### config.mk
export PLATFORM = sky130hd
export DESIGN_NAME = bus_arbiter_flat
export DESIGN_NICKNAME = d
export VERILOG_FILES = /design/src/rtl/bus_pkg.sv /design/src/rtl/bus_arbiter_if.sv /design/src/rtl/tenure_counter.sv /design/src/rtl/bus_arbiter.sv /design/src/flat_wrapper.sv
export SDC_FILE = /design/constraint.sdc
export NUM_CORES = 1
export LEC_CHECK = 0
export BUFFER_PORTS_ARGS = -buffer_cell sky130_fd_sc_hd__buf_2
export CAP_MARGIN = 30
export CORE_UTILIZATION = 47
export CTS_CLUSTER_SIZE = 12
export DETAILED_ROUTE_END_ITERATION = 16
export PLACE_DENSITY = 0.87
export SLEW_MARGIN = 15
export SYNTH_ARGS = -nofsm -noshare
export SYNTH_HDL_FRONTEND = slang
export SYNTH_SLANG_ARGS = --single-unit
### constraint.sdc
create_clock -name clk -period 4.1 [get_ports clk]
set_input_delay 0.205 -clock clk [delete_from_list [all_inputs] [get_ports clk]]
set_output_delay 0.205 -clock clk [all_outputs]
set_load 0.02 [all_outputs]
### src/rtl/bus_pkg.sv
// Shared types and constants for the two-core memory bus arbiter.
package bus_pkg;

  localparam int unsigned DEFAULT_ADDR_W = 9;
  localparam int unsigned DEFAULT_DATA_W = 8;

  typedef enum logic [1:0] {IDLE, GRANT0, GRANT1} bus_state_t;

  localparam logic RW_READ  = 1'b0;
  localparam logic RW_WRITE = 1'b1;

endpackage

### src/rtl/bus_arbiter_if.sv
// Request/grant handshake of both cores plus the gpiomem port, as seen by the arbiter.
interface bus_arbiter_if
  import bus_pkg::*;
#(
  parameter int unsigned ADDR_W = DEFAULT_ADDR_W,
  parameter int unsigned DATA_W = DEFAULT_DATA_W
);

  logic              core0_request;
  logic              core0_grant;
  logic              core0_rw;
  logic [ADDR_W-1:0] core0_address;
  logic [DATA_W-1:0] core0_data_in;
  logic [DATA_W-1:0] core0_data_out;

  logic              core1_request;
  logic              core1_grant;
  logic              core1_rw;
  logic [ADDR_W-1:0] core1_address;
  logic [DATA_W-1:0] core1_data_in;
  logic [DATA_W-1:0] core1_data_out;

  logic [ADDR_W-1:0] RAM_address;
  logic [DATA_W-1:0] RAM_data_in;
  logic [DATA_W-1:0] RAM_data_out;
  logic              rw;

  modport slave (
    input  core0_request, core0_rw, core0_address, core0_data_in,
    output core0_grant, core0_data_out,
    input  core1_request, core1_rw, core1_address, core1_data_in,
    output core1_grant, core1_data_out,
    output RAM_address, RAM_data_in, rw,
    input  RAM_data_out
  );

  modport master (
    output core0_request, core0_rw, core0_address, core0_data_in,
    input  core0_grant, core0_data_out,
    output core1_request, core1_rw, core1_address, core1_data_in,
    input  core1_grant, core1_data_out,
    input  RAM_address, RAM_data_in, rw,
    output RAM_data_out
  );

endinterface

### src/rtl/tenure_counter.sv
// Counts consecutive granted cycles of the current owner; saturates at the tenure limit.
module tenure_counter #(
  parameter int unsigned MAX_TENURE = 16
) (
  input  logic clk,
  input  logic reset,
  input  logic clear,
  input  logic enable,
  output logic at_limit
);

  localparam int unsigned LIMIT = (MAX_TENURE == 0) ? 0 : MAX_TENURE - 1;
  localparam int          CNT_W = (LIMIT < 2) ? 1 : $clog2(LIMIT + 1);

  logic [CNT_W-1:0] count;

  always_ff @(posedge clk or posedge reset) begin
    if (reset) begin
      count <= '0;
    end else if (clear) begin
      count <= '0;
    end else if (enable && (count != CNT_W'(LIMIT))) begin
      count <= count + CNT_W'(1);
    end
  end

  // Holding at LIMIT lets a late-arriving waiter preempt at the end of its first waiting cycle.
  assign at_limit = (MAX_TENURE != 0) && (count == CNT_W'(LIMIT));

endmodule

### src/rtl/bus_arbiter.sv
// Round-robin arbiter granting core0/core1 access to gpiomem, with optional tenure preemption.
module bus_arbiter
  import bus_pkg::*;
#(
  parameter int unsigned ADDR_W     = DEFAULT_ADDR_W,
  parameter int unsigned DATA_W     = DEFAULT_DATA_W,
  parameter int unsigned MAX_TENURE = 16
) (
  input  logic         clk,
  input  logic         reset,
  bus_arbiter_if.slave bus,
  output logic         owner,
  output logic         busy
);

  bus_state_t        state;
  bus_state_t        next_state;
  logic              at_limit;
  logic              tenure_clear;
  logic              tenure_enable;
  logic [ADDR_W-1:0] addr_mux;
  logic [DATA_W-1:0] wdata_mux;
  logic              prev_grant0;
  logic              prev_grant1;
  logic [DATA_W-1:0] hold0;
  logic [DATA_W-1:0] hold1;

  always_ff @(posedge clk or posedge reset) begin
    if (reset) begin
      state <= IDLE;
      owner <= 1'b1;
    end else begin
      state <= next_state;
      if (next_state != state) begin
        if (next_state == GRANT0) owner <= 1'b0;
        else if (next_state == GRANT1) owner <= 1'b1;
      end
    end
  end

  always_comb begin
    next_state = state;
    unique case (state)
      IDLE: begin
        if (bus.core0_request && bus.core1_request) next_state = owner ? GRANT0 : GRANT1;
        else if (bus.core0_request)                 next_state = GRANT0;
        else if (bus.core1_request)                 next_state = GRANT1;
      end
      GRANT0: begin
        if (!bus.core0_request)                   next_state = bus.core1_request ? GRANT1 : IDLE;
        else if (bus.core1_request && at_limit)   next_state = GRANT1;
      end
      GRANT1: begin
        if (!bus.core1_request)                   next_state = bus.core0_request ? GRANT0 : IDLE;
        else if (bus.core0_request && at_limit)   next_state = GRANT0;
      end
      default: next_state = IDLE;
    endcase
  end

  assign tenure_clear  = (next_state != state);
  assign tenure_enable = (state != IDLE);

  tenure_counter #(
    .MAX_TENURE(MAX_TENURE)
  ) u_tenure (
    .clk     (clk),
    .reset   (reset),
    .clear   (tenure_clear),
    .enable  (tenure_enable),
    .at_limit(at_limit)
  );

  // Write enable is gated by request so the release cycle can never issue a write.
  always_comb begin
    addr_mux  = '0;
    wdata_mux = '0;
    bus.rw    = RW_READ;
    unique case (state)
      GRANT0: begin
        addr_mux  = bus.core0_address;
        wdata_mux = bus.core0_data_in;
        bus.rw    = (bus.core0_rw == RW_WRITE) && bus.core0_request;
      end
      GRANT1: begin
        addr_mux  = bus.core1_address;
        wdata_mux = bus.core1_data_in;
        bus.rw    = (bus.core1_rw == RW_WRITE) && bus.core1_request;
      end
      default: ;
    endcase
  end

  assign bus.RAM_address = addr_mux;
  assign bus.RAM_data_in = wdata_mux;

  assign bus.core0_grant = (state == GRANT0);
  assign bus.core1_grant = (state == GRANT1);
  assign busy            = bus.core0_grant | bus.core1_grant;

  always_ff @(posedge clk or posedge reset) begin
    if (reset) begin
      prev_grant0 <= 1'b0;
      prev_grant1 <= 1'b0;
      hold0       <= '0;
      hold1       <= '0;
    end else begin
      prev_grant0 <= bus.core0_grant;
      prev_grant1 <= bus.core1_grant;
      hold0       <= bus.core0_data_out;
      hold1       <= bus.core1_data_out;
    end
  end

  // gpiomem read data is already registered, so it is forwarded combinationally one cycle behind the grant.
  assign bus.core0_data_out = prev_grant0 ? bus.RAM_data_out : hold0;
  assign bus.core1_data_out = prev_grant1 ? bus.RAM_data_out : hold1;

endmodule

### src/flat_wrapper.sv
// flat-port wrapper written by rule: the top's interface ports become plain ports
module bus_arbiter_flat import bus_pkg::*;
#(
  parameter int unsigned ADDR_W     = DEFAULT_ADDR_W,
  parameter int unsigned DATA_W     = DEFAULT_DATA_W,
  parameter int unsigned MAX_TENURE = 16
)
  (clk, reset, owner, busy, bus_core0_request, bus_core0_rw, bus_core0_address, bus_core0_data_in, bus_core0_grant, bus_core0_data_out, bus_core1_request, bus_core1_rw, bus_core1_address, bus_core1_data_in, bus_core1_grant, bus_core1_data_out, bus_RAM_address, bus_RAM_data_in, bus_rw, bus_RAM_data_out);
  bus_arbiter_if #(.ADDR_W(ADDR_W), .DATA_W(DATA_W)) bus_i ();
  input  logic clk;
  input  logic reset;
  output logic owner;
  output logic busy;
  input wire logic [$bits(bus_i.core0_request)-1:0] bus_core0_request;
  input wire logic [$bits(bus_i.core0_rw)-1:0] bus_core0_rw;
  input wire logic [$bits(bus_i.core0_address)-1:0] bus_core0_address;
  input wire logic [$bits(bus_i.core0_data_in)-1:0] bus_core0_data_in;
  output wire logic [$bits(bus_i.core0_grant)-1:0] bus_core0_grant;
  output wire logic [$bits(bus_i.core0_data_out)-1:0] bus_core0_data_out;
  input wire logic [$bits(bus_i.core1_request)-1:0] bus_core1_request;
  input wire logic [$bits(bus_i.core1_rw)-1:0] bus_core1_rw;
  input wire logic [$bits(bus_i.core1_address)-1:0] bus_core1_address;
  input wire logic [$bits(bus_i.core1_data_in)-1:0] bus_core1_data_in;
  output wire logic [$bits(bus_i.core1_grant)-1:0] bus_core1_grant;
  output wire logic [$bits(bus_i.core1_data_out)-1:0] bus_core1_data_out;
  output wire logic [$bits(bus_i.RAM_address)-1:0] bus_RAM_address;
  output wire logic [$bits(bus_i.RAM_data_in)-1:0] bus_RAM_data_in;
  output wire logic [$bits(bus_i.rw)-1:0] bus_rw;
  input wire logic [$bits(bus_i.RAM_data_out)-1:0] bus_RAM_data_out;
  assign bus_i.core0_request = bus_core0_request;
  assign bus_i.core0_rw = bus_core0_rw;
  assign bus_i.core0_address = bus_core0_address;
  assign bus_i.core0_data_in = bus_core0_data_in;
  assign bus_core0_grant = bus_i.core0_grant;
  assign bus_core0_data_out = bus_i.core0_data_out;
  assign bus_i.core1_request = bus_core1_request;
  assign bus_i.core1_rw = bus_core1_rw;
  assign bus_i.core1_address = bus_core1_address;
  assign bus_i.core1_data_in = bus_core1_data_in;
  assign bus_core1_grant = bus_i.core1_grant;
  assign bus_core1_data_out = bus_i.core1_data_out;
  assign bus_RAM_address = bus_i.RAM_address;
  assign bus_RAM_data_in = bus_i.RAM_data_in;
  assign bus_rw = bus_i.rw;
  assign bus_i.RAM_data_out = bus_RAM_data_out;
  bus_arbiter #(.ADDR_W(ADDR_W), .DATA_W(DATA_W), .MAX_TENURE(MAX_TENURE)) u_core (.clk(clk), .reset(reset), .bus(bus_i), .owner(owner), .busy(busy));
endmodule
== After elaboration in Yosys (flattened, before gate mapping) ==
Index checks and enable logic that the tools add are counted.

* Reduce and logical (&&, ||, !) cells: 11
* Add/sub/neg operators: 1
* Eq/ne operators: 7
* Bitwise gates (word level): 1
* Muxes and demuxes: 20

{| class="wikitable"
|+ Operator list
! cell !! number
|-
| 2-bit 2-to-1 mux || 9
|-
| 9-bit one-hot mux with 2 select lines || 1
|-
| 8-bit 2-to-1 mux || 2
|-
| 8-bit one-hot mux with 2 select lines || 1
|-
| 4-bit 2-to-1 mux || 2
|-
| 1-bit logical AND || 6
|-
| 2-bit one-hot mux with 3 select lines || 1
|-
| 2-bit nonzero test || 3
|-
| 4-bit by 1-bit adder with 4-bit output, second input constant || 1
|-
| 2-bit by 1-bit == test with 1-bit output, second input constant || 2
|-
| 2-bit == test, second input constant || 2
|-
| 4-bit == test, second input constant || 1
|-
| 4-bit inequality test, second input constant || 1
|-
| 1-bit 2-to-1 mux || 3
|-
| 2-bit logical NOT || 1
|-
| 2-bit inequality test || 1
|-
| 1-bit one-hot mux with 2 select lines || 1
|-
| 2-bit AND reduction || 1
|-
| 1-bit OR || 1
|}

* Output and inout bits: 38
* Input port bits: 48
* Register bits: 25

== Longest topological paths before layout ==
Gate-level depths: netlist of run 1.

* Depth after elaboration: 8
* Mapped depth: 10
* Mapped depth without buffers: 10

== Modules after synthesis ==
A second synthesis of run 1 with hierarchy kept.

* Cell total of the unflattened synthesis: 152
* Area, all modules: 1547.7 sq um

{| class="wikitable"
|+ By module, submodules not included
! module !! area each (sq um) !! cells an instance !! times used !! sequential area each (sq um)
|-
| bus_arbiter || 1315.0 || 131 || 1 || 526.8
|-
| tenure_counter || 232.7 || 21 || 1 || 100.1
|}

== Worst setup path after synthesis of run 1 ==
OpenSTA, ideal clock, no wires.

* Kind: register to register
* Start point: register u_core.state[0]
* End point: register u_core.owner
* Setup slack: 1.758 ns
* Cell stages (with the launch flop): 10
* Period minus slack after synthesis: 2.342 ns
* Required time: 4.025 ns
* Library setup time: 0.075 ns
* Arrival: 2.267 ns
* Path buffers: 1
* Path through: dfrtp_1 -> inv_1 -> ha_1 -> clkbuf_1 -> a31oi_1 -> a21o_2 -> a21o_1 -> ha_1 -> a31oi_1 -> mux2i_1

{| class="wikitable"
|+ RTL lines
! item !! RTL line !! source
|-
| start, declared || bus_arbiter.sv:16 || <nowiki>bus_state_t state;</nowiki>
|-
| start signal, assigned || bus_arbiter.sv:33 || <nowiki>state <= next_state;</nowiki>
|-
| 2-bit == test * || - ||
|-
| named net bus_core1_grant || flat_wrapper.sv:24 || <nowiki>output wire logic [$bits(bus_i.core1_grant)-1:0] bus_core1_grant;</nowiki>
|-
| 2-bit one-hot mux with 3 select lines * || bus_arbiter.sv:43 || <nowiki>unique case (state)</nowiki>
|-
| 2-bit == test / 2-bit by 1-bit == test with 1-bit output (equally long branches) || bus_arbiter.sv:36, bus_arbiter.sv:35 ||
|-
| 2-bit nonzero test (no line) || - ||
|-
| 2-bit AND reduction (no line) || - ||
|-
| end signal, assigned || bus_arbiter.sv:31 || <nowiki>owner <= 1'b1;</nowiki>
|-
| end signal, assigned || bus_arbiter.sv:35 || <nowiki>if (next_state == GRANT0) owner <= 1'b0;</nowiki>
|-
| end signal, assigned || bus_arbiter.sv:36 || <nowiki>else if (next_state == GRANT1) owner <= 1'b1;</nowiki>
|-
| end, declared || bus_arbiter.sv:12 || <nowiki>output logic owner,</nowiki>
|}

The timed path passes the listed nets; every way through them passes the cells marked *.
A chain may end at the register's enable or synchronous reset.

== Final worst setup path of run 1 ==
* Start point: register u_core.state[1]
* End point: register u_core.owner

* Longest elaborated chain between the ends: 7

{| class="wikitable"
|+ RTL lines
! item !! RTL line !! source
|-
| 2-bit 2-to-1 mux || bus_arbiter.sv:47 || <nowiki>else if (bus.core1_request) next_state = GRANT1;</nowiki>
|-
| 2-bit 2-to-1 mux || bus_arbiter.sv:46 || <nowiki>else if (bus.core0_request) next_state = GRANT0;</nowiki>
|-
| 2-bit 2-to-1 mux || bus_arbiter.sv:45 || <nowiki>if (bus.core0_request && bus.core1_request) next_state = owner ? GRANT0 : GRANT1;</nowiki>
|-
| 2-bit one-hot mux with 3 select lines || bus_arbiter.sv:43 ||
|-
| 2-bit == test / 2-bit by 1-bit == test with 1-bit output (equally long branches) || bus_arbiter.sv:36, bus_arbiter.sv:35 ||
|-
| 2-bit nonzero test (no line) || - ||
|-
| 2-bit AND reduction (no line) || - ||
|}

Parallel ways exist; a longest one is shown, timed or not.

==> results of run 1 <==
## worst max-delay path: stages (launching register included)
cell     delay, ns
dfrtp_1       0.47
inv_1         0.12
ha_1          0.64
o21ai_0       0.19
inv_1         0.09
a31oi_1       0.05
a21o_2        0.23
a21o_1        0.18
ha_1          0.27
a31oi_1       0.18
mux2i_1       0.21
## Yosys cell counts (all sizes together) (4+ instances only)
| library cell | number |
|---|---|
| ha | 6 |
| a22oi | 17 |
| inv | 8 |
| nor2 | 6 |
| a31oi | 4 |
| dfrtp | 24 |
| o21ai | 4 |
| nand2 | 4 |
| a21oi | 5 |
| clkbuf | 5 |
| mux2 | 16 |
| nor2b | 17 |
## layer usage
metal,part of all wire (%),vias to the layer above
met1,42,608
met5,0,-
li1,-,668
met4,1.7,0
met2,50,72
met3,6.8,4
## kinds of logic after synthesis
| family | count (synthesis) | share of synthesized area [%] |
|---|---|---|
| and+or+nand+nor | 36 | 15.0 |
| AOI/OAI and AO/OA | 37 | 17.4 |
| muxes | 18 | 13.7 |
| buffers and inverters | 16 | 4.46 |
| DFF | 25 | 43.0 |
| adders and majority gates | 6 | 5.15 |
| xor gates and xnor gates | 2 | 1.20 |
## final cells by class
| type | count | area share, % |
|---|---|---|
| clock buffers | 3 | 1.15 |
| clock inverters | 1 | 0.256 |
| inverters | 8 | 1.54 |
| multi-input cells | 99 | 39.2 |
| flip-flops and latches | 25 | 32.1 |
| well taps | 31 | 1.99 |
| repair buffers | 87 | 23.7 |
## how the worst max path moves through the flow
stage / depth (start not counted) / from / slack [ns] / to
after floorplan: 9 / u_core.state[0] / 1.76 / u_core.owner
after global placement: 10 / u_core.state[1] / 1.50 / u_core.owner
after detailed placement: 10 / u_core.state[1] / 1.47 / u_core.owner
after CTS: 10 / u_core.state[1] / 1.40 / u_core.owner
after global routing: 10 / u_core.state[1] / 1.19 / u_core.owner
final: 10 / u_core.state[1] / 1.40 / u_core.owner
## flip-flops by register name, indices dropped and copies added (netlist names)
signal and cells:
u_core.hold0 8, u_core.hold1 8, u_core.owner 1, u_core.prev_grant0 1, u_core.prev_grant1 1, u_core.state 2, u_core.u_tenure.count 4
## layout by cell type (no fill, tap or decap), types with 2 or more instances in the layout
cell type	n
mux2_2	16
a31oi_1	4
nor2_1	6
inv_1	8
mux2i_1	2
nand3_1	2
nand2_1	4
nor2b_1	17
dfrtp_1	24
a21oi_1	5
ha_1	6
a22oi_1	17
clkbuf_4	3
o21ai_0	4
buf_2	85
## power breakdown
part           total (mW)  switching [mW]  internal [mW]
sequential          0.426          0.0674          0.358
combinational       0.960           0.563          0.398
clock               0.104          0.0679         0.0365
## metrics by stage
step | setup WS (ns) | std cells | area (µm²) | util (%)
after detailed placement | 1.47 | 248 | 1890 | 66.1
after CTS | 1.40 | 252 | 1910 | 67.1
after floorplan | 1.76 | 140 | 1460 | -
final | 1.40 | 254 | 1950 | 68.4
after global placement | 1.50 | 248 | 1890 | 66.1
after global routing | 1.19 | 254 | 1950 | 68.4
==> key figures, run 1 <==
Outcome
  • Status: complete, but fails checks
  • Failing checks: design-rule violations

Routing
  • WL/cell: 12.9 µm
  • DRT Wirelength: 3270 µm
  • DRC: 5
  • TritonRoute pass-1 iters: 10
  • DR vias/cell: about 5.3
  • Vias: 1352
  • Post-route ant nets: 0
  • DRT iter0 DRCs: 44

Hold path
  • Cell depth of the worst min-delay path: 2
  • Min-Delay Endpoint: u_core.hold0[4]
  • HP Class: in2reg
  • Hold_sp: bus_RAM_data_out[4]

STA
  • Min cycle time layout: 2.70 ns
  • Setup Viol. Count Final: 0
  • Final Max Tran Viols: 0
  • Layout Skew: around 0.0044 ns
  • Final hold slack: 0.145 ns
  • Worst slew margin: 51.1%
  • Maximum clock frequency: 370 MHz
  • Hold Vio Cnt, Final: 0
  • Unrepaired setup endpoints after global routing: false
  • Slew @ Worst Pin: 0.733 ns
  • Final period utilization: 65.9%
  • Final TNS setup: 0 ns

Synth
  • Syn Nets: ~190
  • Largest area contributor in the netlist: dfrtp_1
  • Warnings, synthesis: 0
  • Seq cells post-synth: 25
  • Synthesized area: 1460 µm²
  • Top cells by area, synth: dfrtp_1, mux2_2, a22oi_1
  • Predominant post-synthesis flop cell: dfrtp_1
  • Netlist cell types: 34
  • Avg Cell Area, Syn: ~10 µm²
  • Seq/Total Area, Yosys: between 40% and 50%
  • Post-synth EDFFs: 0
  • Top-area cell type share of the netlist area: 41.2%
  • Post-synth ARST share: 100%
  • Mapped Cells: 140

Global route
  • All-layer global routing usage: 19.5%
  • Vias in the first global route: 1246
  • Initial antenna violation count: 0
  • M2 GR Usage: 37.4%
  • Remaining global-route overflow: 0
  • Met3 usage: 1.56%
  • Busiest grt layer: met2
  • Largest net degree at the start of global routing: 26
  • First-pass GRT wire length: between 5000 and 6000 µm
  • M1 GR Usage: 22.1%

Layout
  • N_diodes: 0
  • Layout cell share with drive strength beyond 1: about half
  • Area of the multi-input gates: 766 µm²
  • Reg area: between 600 and 700 µm²
  • Final-stage net count: 278
  • Fill cells: 237
  • Layout Area Growth over Synthesis: 33.9%

Clock network
  • CTS Root Cell: clkbuf_4
  • Setup bufs post-CTS: 0
  • H-tree level count: 1
  • Hold Buf Count CTS: 0
  • CTS Sinks: 25
  • TritonCTS Buffers: 3
  • Post-CTS Resized: 0
  • Clock slew seen by the registers of the worst setup and hold paths: 0.13 ns
  • Max clock buf depth: 2
  • Clock latency on the worst-skew pair: just over 0.3 ns
  • CTS tree: done

Worst setup path
  • Critical path required time: between 4 and 5 ns
  • Critical Path End Type: register
  • R2R setup slack: 1.40 ns
  • Worst reg2reg startpoint: u_core.state[1]
  • Worst-path maximum fanout: 23
  • Critical Path Start Type: register
  • FF-to-FF End: u_core.owner
  • WP data arrival: ~3 ns
  • Register-to-Register Path Depth: 10
  • WS Path Type: reg2reg

Die
  • Initial core utilization: 51.1%
  • Height of the die: 57.7 µm
  • Die width: 57.7 µm
  • I/O pin count: 86
  • CORE AREA: 2850 µm²
  • Die Area: between 3000 and 4000 µm²
  • # rows: 19

Pwr
  • Max VDD drop: 432 µV
  • P per Cell Area: 764 nW/µm²
  • Overall power: 1.49 mW
  • Lkg Pwr: roughly 1.0 nW

Flow run
  • Number of max-cap violations: 0

Placed design
  • Buffers on Ports: between 80 and 90
  • Dpl hpwl: 2570 µm
  • GP Congestion: roughly 0.86
Power figures use the tool's default switching activity.
==> run 2: changes to the inputs <==
--- a/config.mk
+++ b/config.mk
@@ -7,10 +7,10 @@
 export LEC_CHECK = 0
 export BUFFER_PORTS_ARGS = -buffer_cell sky130_fd_sc_hd__buf_2
 export CAP_MARGIN = 30
-export CORE_UTILIZATION = 47
+export CORE_UTILIZATION = 39
 export CTS_CLUSTER_SIZE = 12
 export DETAILED_ROUTE_END_ITERATION = 16
-export PLACE_DENSITY = 0.87
+export PLACE_DENSITY = 0.77
 export SLEW_MARGIN = 15
 export SYNTH_ARGS = -nofsm -noshare
 export SYNTH_HDL_FRONTEND = slang
==> constraint.sdc (replaced) <==
create_clock -name clk -period 2.4 [get_ports clk]
set_input_delay 0.12 -clock clk [delete_from_list [all_inputs] [get_ports clk]]
set_output_delay 0.12 -clock clk [all_outputs]
set_load 0.02 [all_outputs]
==> run 2 against run 1 <==
  * The flow now finishes without violations
  * Non-clock buffer count is 2 higher
  * Utilization is 11 points lower
  * Flip-flop and latch count stayed put
  * Combinational power is 74% higher
  * Clock-buffer cell count is 1 higher
  * Sequential share of layout area is 0.82 points lower
  * First-iteration DRC count is 50% lower
  * Hold slack worse by 0.025 ns
  * Wire length is 6.0% higher
==> key figures, run 2 (synthesis gave the netlist of run 1 again) <==
Placed design
  • Buffers on Ports: 85
  • Placed cells: around 270
  • Placed Area: 1920 µm²
  • GP Congestion: roughly 0.86
  • Setup WS pre-CTS: between 0.2 and 0.3 ns
  • Dpl hpwl: between 2000 and 3000 µm

Die
  • I/O pin count: 86
  • Height of the die: 63.1 µm
  • Die width: 63.1 µm
  • # rows: 21
  • Die Area: 3990 µm²
  • CORE AREA: 3470 µm²
  • Initial core utilization: 42.0%

Routing
  • Top Layer Used: met4
  • DRC: 0
  • Post-route ant nets: 0
  • Vias: between 1000 and 1500
  • DRT iter0 DRCs: 22
  • WL/cell: around 13 µm
  • DRT Wirelength: 3470 µm
  • DR vias/cell: 5.03
  • Wl on met1: roughly 1500 µm
  • DR WL met2: 1690 µm
  • Routed met3 length: 300 µm
  • TritonRoute pass-1 iters: 4

Global route
  • Vias in the first global route: 1401
  • All-layer global routing usage: ~18%
  • Remaining global-route overflow: 0
  • First-pass GRT wire length: around 5800 µm
  • Largest net degree at the start of global routing: 26
  • Initial antenna violation count: 0

Clock network
  • CTS Root Cell: clkbuf_8
  • H-tree level count: 1
  • CTS tree: done
  • CTS Sinks: 25
  • Setup bufs post-CTS: 0
  • TritonCTS Buffers: 3
  • Post-CTS Resized: 0
  • Clock slew seen by the registers of the worst setup and hold paths: 0.08 ns
  • Max clock buf depth: 2
  • Clock latency on the worst-skew pair: 0.25 ns

Layout
  • Most common cell after layout, fill and taps aside: buf_2
  • Layout Area Growth over Synthesis: 37.4%
  • Top Registers: u_core.hold0 x8, u_core.hold1 x8, u_core.u_tenure.count x4
  • Most frequent cells in the layout: buf_2, dfrtp_1, a22oi_1, nor2b_1, mux2_2
  • Non-filler cells, final: 271
  • Layout cell share with drive strength beyond 1: between 50% and 60%
  • N_diodes: 0
  • Final-stage net count: between 200 and 300
  • Design area: between 2000 and 2500 µm²

STA
  • Maximum clock frequency: 459 MHz
  • Layout Skew: 0.000769 ns
  • Min cycle time layout: 2.18 ns
  • Slew @ Worst Pin: roughly 0.43 ns
  • Final worst slack: 0.219 ns
  • Final TNS setup: 0 ns
  • Setup Viol. Count Final: 0
  • Unrepaired setup endpoints after global routing: false
  • Worst slew margin: 71.3%
  • Hold Vio Cnt, Final: 0
  • Final period utilization: 90.9%
  • Final Max Tran Viols: 0

Worst setup path
  • CP max-delay cell: dfrtp_1
  • Critical Path Start Type: register
  • Cell class contributing the biggest share of worst-path delay: compound AO/OA/AOI/OAI gates
  • Worst path max stage delay: 0.45 ns
  • WP data arrival: 2.37 ns
  • Critical Path End Type: register
  • Worst-path maximum fanout: 7
  • Critical path required time: around 2.6 ns
  • WS Path Type: reg2reg
  • CP bufs+invs: 2
  • CP Cell Sequence: inv_1, ha_1, o21ai_0, inv_1, a31oi_1, a21o_2, a21o_1, ha_1, a31oi_1, mux2i_1

Hold path
  • HP Class: in2reg

Pwr
  • Lkg Pwr: ~1.0 nW
  • P per Cell Area: 1310 nW/µm²
  • Max VDD drop: 480 µV

Flow run
  • Number of max-cap violations: 0

Outcome
  • Status: finished clean
[run 2: cell types whose count changed in the layout (fill, tap and decap cells not counted), sizes merged]
cell,delta
clkinv,-1
clkbuf,+1
buf,+2
[run 2: stage by stage]
stage | power, mW | utilization (%) | hold WS (ns)
2_1_floorplan | 1.93 | - | 0.147
3_3_place_gp | 2.38 | 55.4 | 0.362
3_5_place_dp | 2.41 | 55.4 | 0.357
4_1_cts | 2.66 | 56.7 | 0.0719
5_1_grt | 2.83 | 57.8 | 0.116
6_report | 2.63 | 57.8 | 0.120
[run 2: cell type report]
class / instances / area, µm²
clock buffer: 4 / 45.0
fill: 307 / 1470
sequential: 25 / 627
tap: 46 / 57.6
inverter: 8 / 30.0
multi-input combinational: 99 / 766
timing repair buffer: 89 / 478
[run 2: repair_timing]
action | 4_1_cts | 5_1_grt
setup endpoints to repair | 0 | 0
hold buffers | 0 | 1
hold endpoints to repair | 0 | 7
[run 2: per-layer routing]
metal / vias to the layer above / global-route usage, %
li1: 671 / -
met1: 608 / 19.0
met2: 79 / 34.4
met3: 5 / 4.35
met4: 0 / 6.40
met5: - / 0
[run 2: path summary, 6_finish.rpt]
| kind | start | endpoint | slack [ns] | cells after the start |
|---|---|---|---|---|
| min in group asynchronous | reset | u_core.hold0[2] | 0.39 | 3 |
| max in group asynchronous | reset | u_core.owner | 1.53 | 4 |
| hold / removal | bus_RAM_data_out[3] | u_core.hold0[3] | 0.12 | 2 |
| hold reg to reg | u_core.owner | u_core.owner | 0.47 | 2 |
| setup / recovery | u_core.state[1] | u_core.owner | 0.22 | 10 |
| setup reg to reg | u_core.state[1] | u_core.owner | 0.22 | 10 |
[run 2: power by group]
| part | leakage [nW] | switching (mW) | internal, mW | total [mW] |
|---|---|---|---|---|
| Clock | 0.0228 | 0.115 | 0.118 | 0.233 |
| Sequential | 0.305 | 0.117 | 0.614 | 0.731 |
| Combinational | 0.701 | 0.972 | 0.695 | 1.67 |
[run 2: worst reg2reg max path, delay by kind of cell (launching register included)]
kind            cells  cell delay (ns)
fa+ha+maj           2             0.54
mux                 1             0.20
buf+inv             2             0.19
compound gates      5             0.72
flops               1             0.45
==> run 3: changes to the inputs <==
--- a/config.mk
+++ b/config.mk
@@ -7,10 +7,10 @@
 export LEC_CHECK = 0
 export BUFFER_PORTS_ARGS = -buffer_cell sky130_fd_sc_hd__buf_2
 export CAP_MARGIN = 30
-export CORE_UTILIZATION = 39
+export CORE_UTILIZATION = 47
 export CTS_CLUSTER_SIZE = 12
 export DETAILED_ROUTE_END_ITERATION = 16
-export PLACE_DENSITY = 0.77
+export PLACE_DENSITY = 0.87
 export SLEW_MARGIN = 15
 export SYNTH_ARGS = -nofsm -noshare
 export SYNTH_HDL_FRONTEND = slang
==> constraint.sdc (replaced) <==
create_clock -name clk -period 2.64 [get_ports clk]
set_input_delay 0.132 -clock clk [delete_from_list [all_inputs] [get_ports clk]]
set_output_delay 0.132 -clock clk [all_outputs]
set_load 0.02 [all_outputs]
==> run 3 against run 2 <==
  * The run now ends with design-rule violations left
  * Final area shrank 1.7%
  * Global-route usage rose by 2.2 points
  * Total power down 11%
  * Non-clock buffer count stayed put
  * First-iteration DRC count grew 100%
  * Fmax decreased by 3.8%
  * Final cell count is 5.5% lower
  * Worst setup slack improved by 0.15 ns
  * Clock power down 30%
  * Highest routed layer unchanged
==> key figures, run 3 (synthesis gave the netlist of run 1 again) <==
Die
  • Die width: 57.7 µm
  • CORE AREA: 2850 µm²
  • # rows: 19
  • Die Area: 3330 µm²
  • Height of the die: about 58 µm
  • I/O pin count: 86
  • Initial core utilization: 51.1%

Routing
  • WL/cell: 13.1 µm
  • TritonRoute pass-1 iters: 10
  • Vias: ~1400
  • DR vias/cell: around 5.5
  • DRT iter0 DRCs: 44
  • DRT Wirelength: 3360 µm
  • DRC: 5
  • Post-route ant nets: 0

Layout
  • N_diodes: 0
  • Most frequent cells in the layout: buf_2, dfrtp_1, a22oi_1, nor2b_1, mux2_2
  • Top Registers: u_core.hold0 x8, u_core.hold1 x8, u_core.u_tenure.count x4
  • Most common cell after layout, fill and taps aside: buf_2
  • Final-stage net count: 280
  • Layout Area Growth over Synthesis: 35.1%
  • Layout cell share with drive strength beyond 1: 51.1%

Hold path
  • Min-Delay Endpoint: u_core.hold0[5]
  • HP Class: in2reg
  • Cell depth of the worst min-delay path: 2
  • Hold_sp: bus_RAM_data_out[5]

Clock network
  • Max clock buf depth: 2
  • Clock slew seen by the registers of the worst setup and hold paths: approximately 0.13 ns
  • CTS Sinks: 25
  • Post-CTS Resized: 0
  • TritonCTS Buffers: 3
  • CTS Root Cell: clkbuf_4
  • Hold Buf Count CTS: 0
  • Clock latency on the worst-skew pair: 0.31 ns
  • Setup bufs post-CTS: 0
  • CTS tree: done
  • H-tree level count: 1

Worst setup path
  • Critical Path End Type: register
  • Critical path required time: between 2 and 3 ns
  • Worst reg2reg startpoint: u_core.state[1]
  • Worst-path maximum fanout: 20
  • CP Launch Point: u_core.state[1]
  • WS Path Type: reg2reg
  • R2R setup slack: 0.37 ns
  • FF-to-FF End: u_core.owner
  • Critical Path Start Type: register
  • Register-to-Register Path Depth: 10
  • WP data arrival: around 2.5 ns

Pwr
  • P per Cell Area: 1190 nW/µm²
  • Max VDD drop: 684 µV
  • Lkg Pwr: 1.02 nW
  • Overall power: 2.34 mW

STA
  • Final Max Tran Viols: 0
  • Worst slew margin: 72.3%
  • Final TNS setup: 0 ns
  • Setup Viol. Count Final: 0
  • Hold Vio Cnt, Final: 0
  • Slew @ Worst Pin: 0.415 ns
  • Min cycle time layout: 2.27 ns
  • Unrepaired setup endpoints after global routing: false
  • Maximum clock frequency: 441 MHz
  • Layout Skew: 0.00599 ns
  • Final period utilization: 85.9%

Placed design
  • Dpl hpwl: 2680 µm
  • Buffers on Ports: between 80 and 90
  • GP Congestion: 0.820

Outcome
  • Status: complete, but fails checks
  • Failing checks: design-rule violations

Global route
  • All-layer global routing usage: approximately a fifth
  • Vias in the first global route: approximately 1400
  • Largest net degree at the start of global routing: 26
  • Initial antenna violation count: 0
  • Remaining global-route overflow: 0
  • First-pass GRT wire length: 5380 µm

Flow run
  • Number of max-cap violations: 0
run 3: changes by cell type in the layout (fill, tap and decap cells not counted):
cell | before | now
clkbuf_8 | 3 | 0
clkbuf_4 | 0 | 3
clkinvlp_4 | 0 | 1
clkbuf_1 | 1 | 0
run 3: how the worst max path moves through the flow:
stage,endpoint,slack [ns]
5_1_grt,u_core.owner,0.19
3_5_place_dp,u_core.owner,0.41
4_1_cts,u_core.owner,0.39
6_report,u_core.owner,0.37
3_3_place_gp,u_core.owner,0.52
2_1_floorplan,u_core.owner,0.30
run 3: per-stage QoR:
stage / utilization [%] / setup WS, ns / hold slack (ns) / instance area, µm² / cells
global route: 69.0 / 0.189 / 0.0644 / 1970 / 256
finish: 69.0 / 0.372 / 0.0742 / 1970 / 256
CTS: 67.7 / 0.391 / 0.0193 / 1930 / 254
global placement: 66.7 / 0.522 / 0.359 / 1900 / 250
floorplan: - / 0.298 / 0.159 / 1460 / 140
detailed placement: 66.7 / 0.411 / 0.371 / 1900 / 250
run 3: final cells by class:
cell class	instances	area [µm²]
well taps	31	38.8
clock inverters	1	7.51
clock buffers	3	22.5
repair buffers	89	478
inverters	8	30.0
flip-flops and latches	25	627
fillers	220	883
multi-input cells	99	766
run 3: report_power, final:
part | internal [mW] | switching [mW]
Clock | 0.0576 | 0.106
Sequential | 0.557 | 0.110
Combinational | 0.632 | 0.881
run 3: worst max-delay path: stages (launching register included):
cell and delay (ns):
dfrtp_1 0.47, inv_1 0.13, ha_1 0.22, buf_4 0.25, nand2_1 0.07, a21oi_1 0.15, nand2_1 0.07, a21oi_1 0.19
ha_1 0.26, a31oi_1 0.20, mux2i_1 0.20
run 3: per-layer routing:
metal / share of wire, % / vias up / track usage, %
li1: - / 677 / -
met1: 42 / 642 / 23.5
met2: 50 / 75 / 39.4
met3: 6.7 / 4 / 1.79
met4: 0.80 / 0 / 6.46
met5: 0 / - / 0
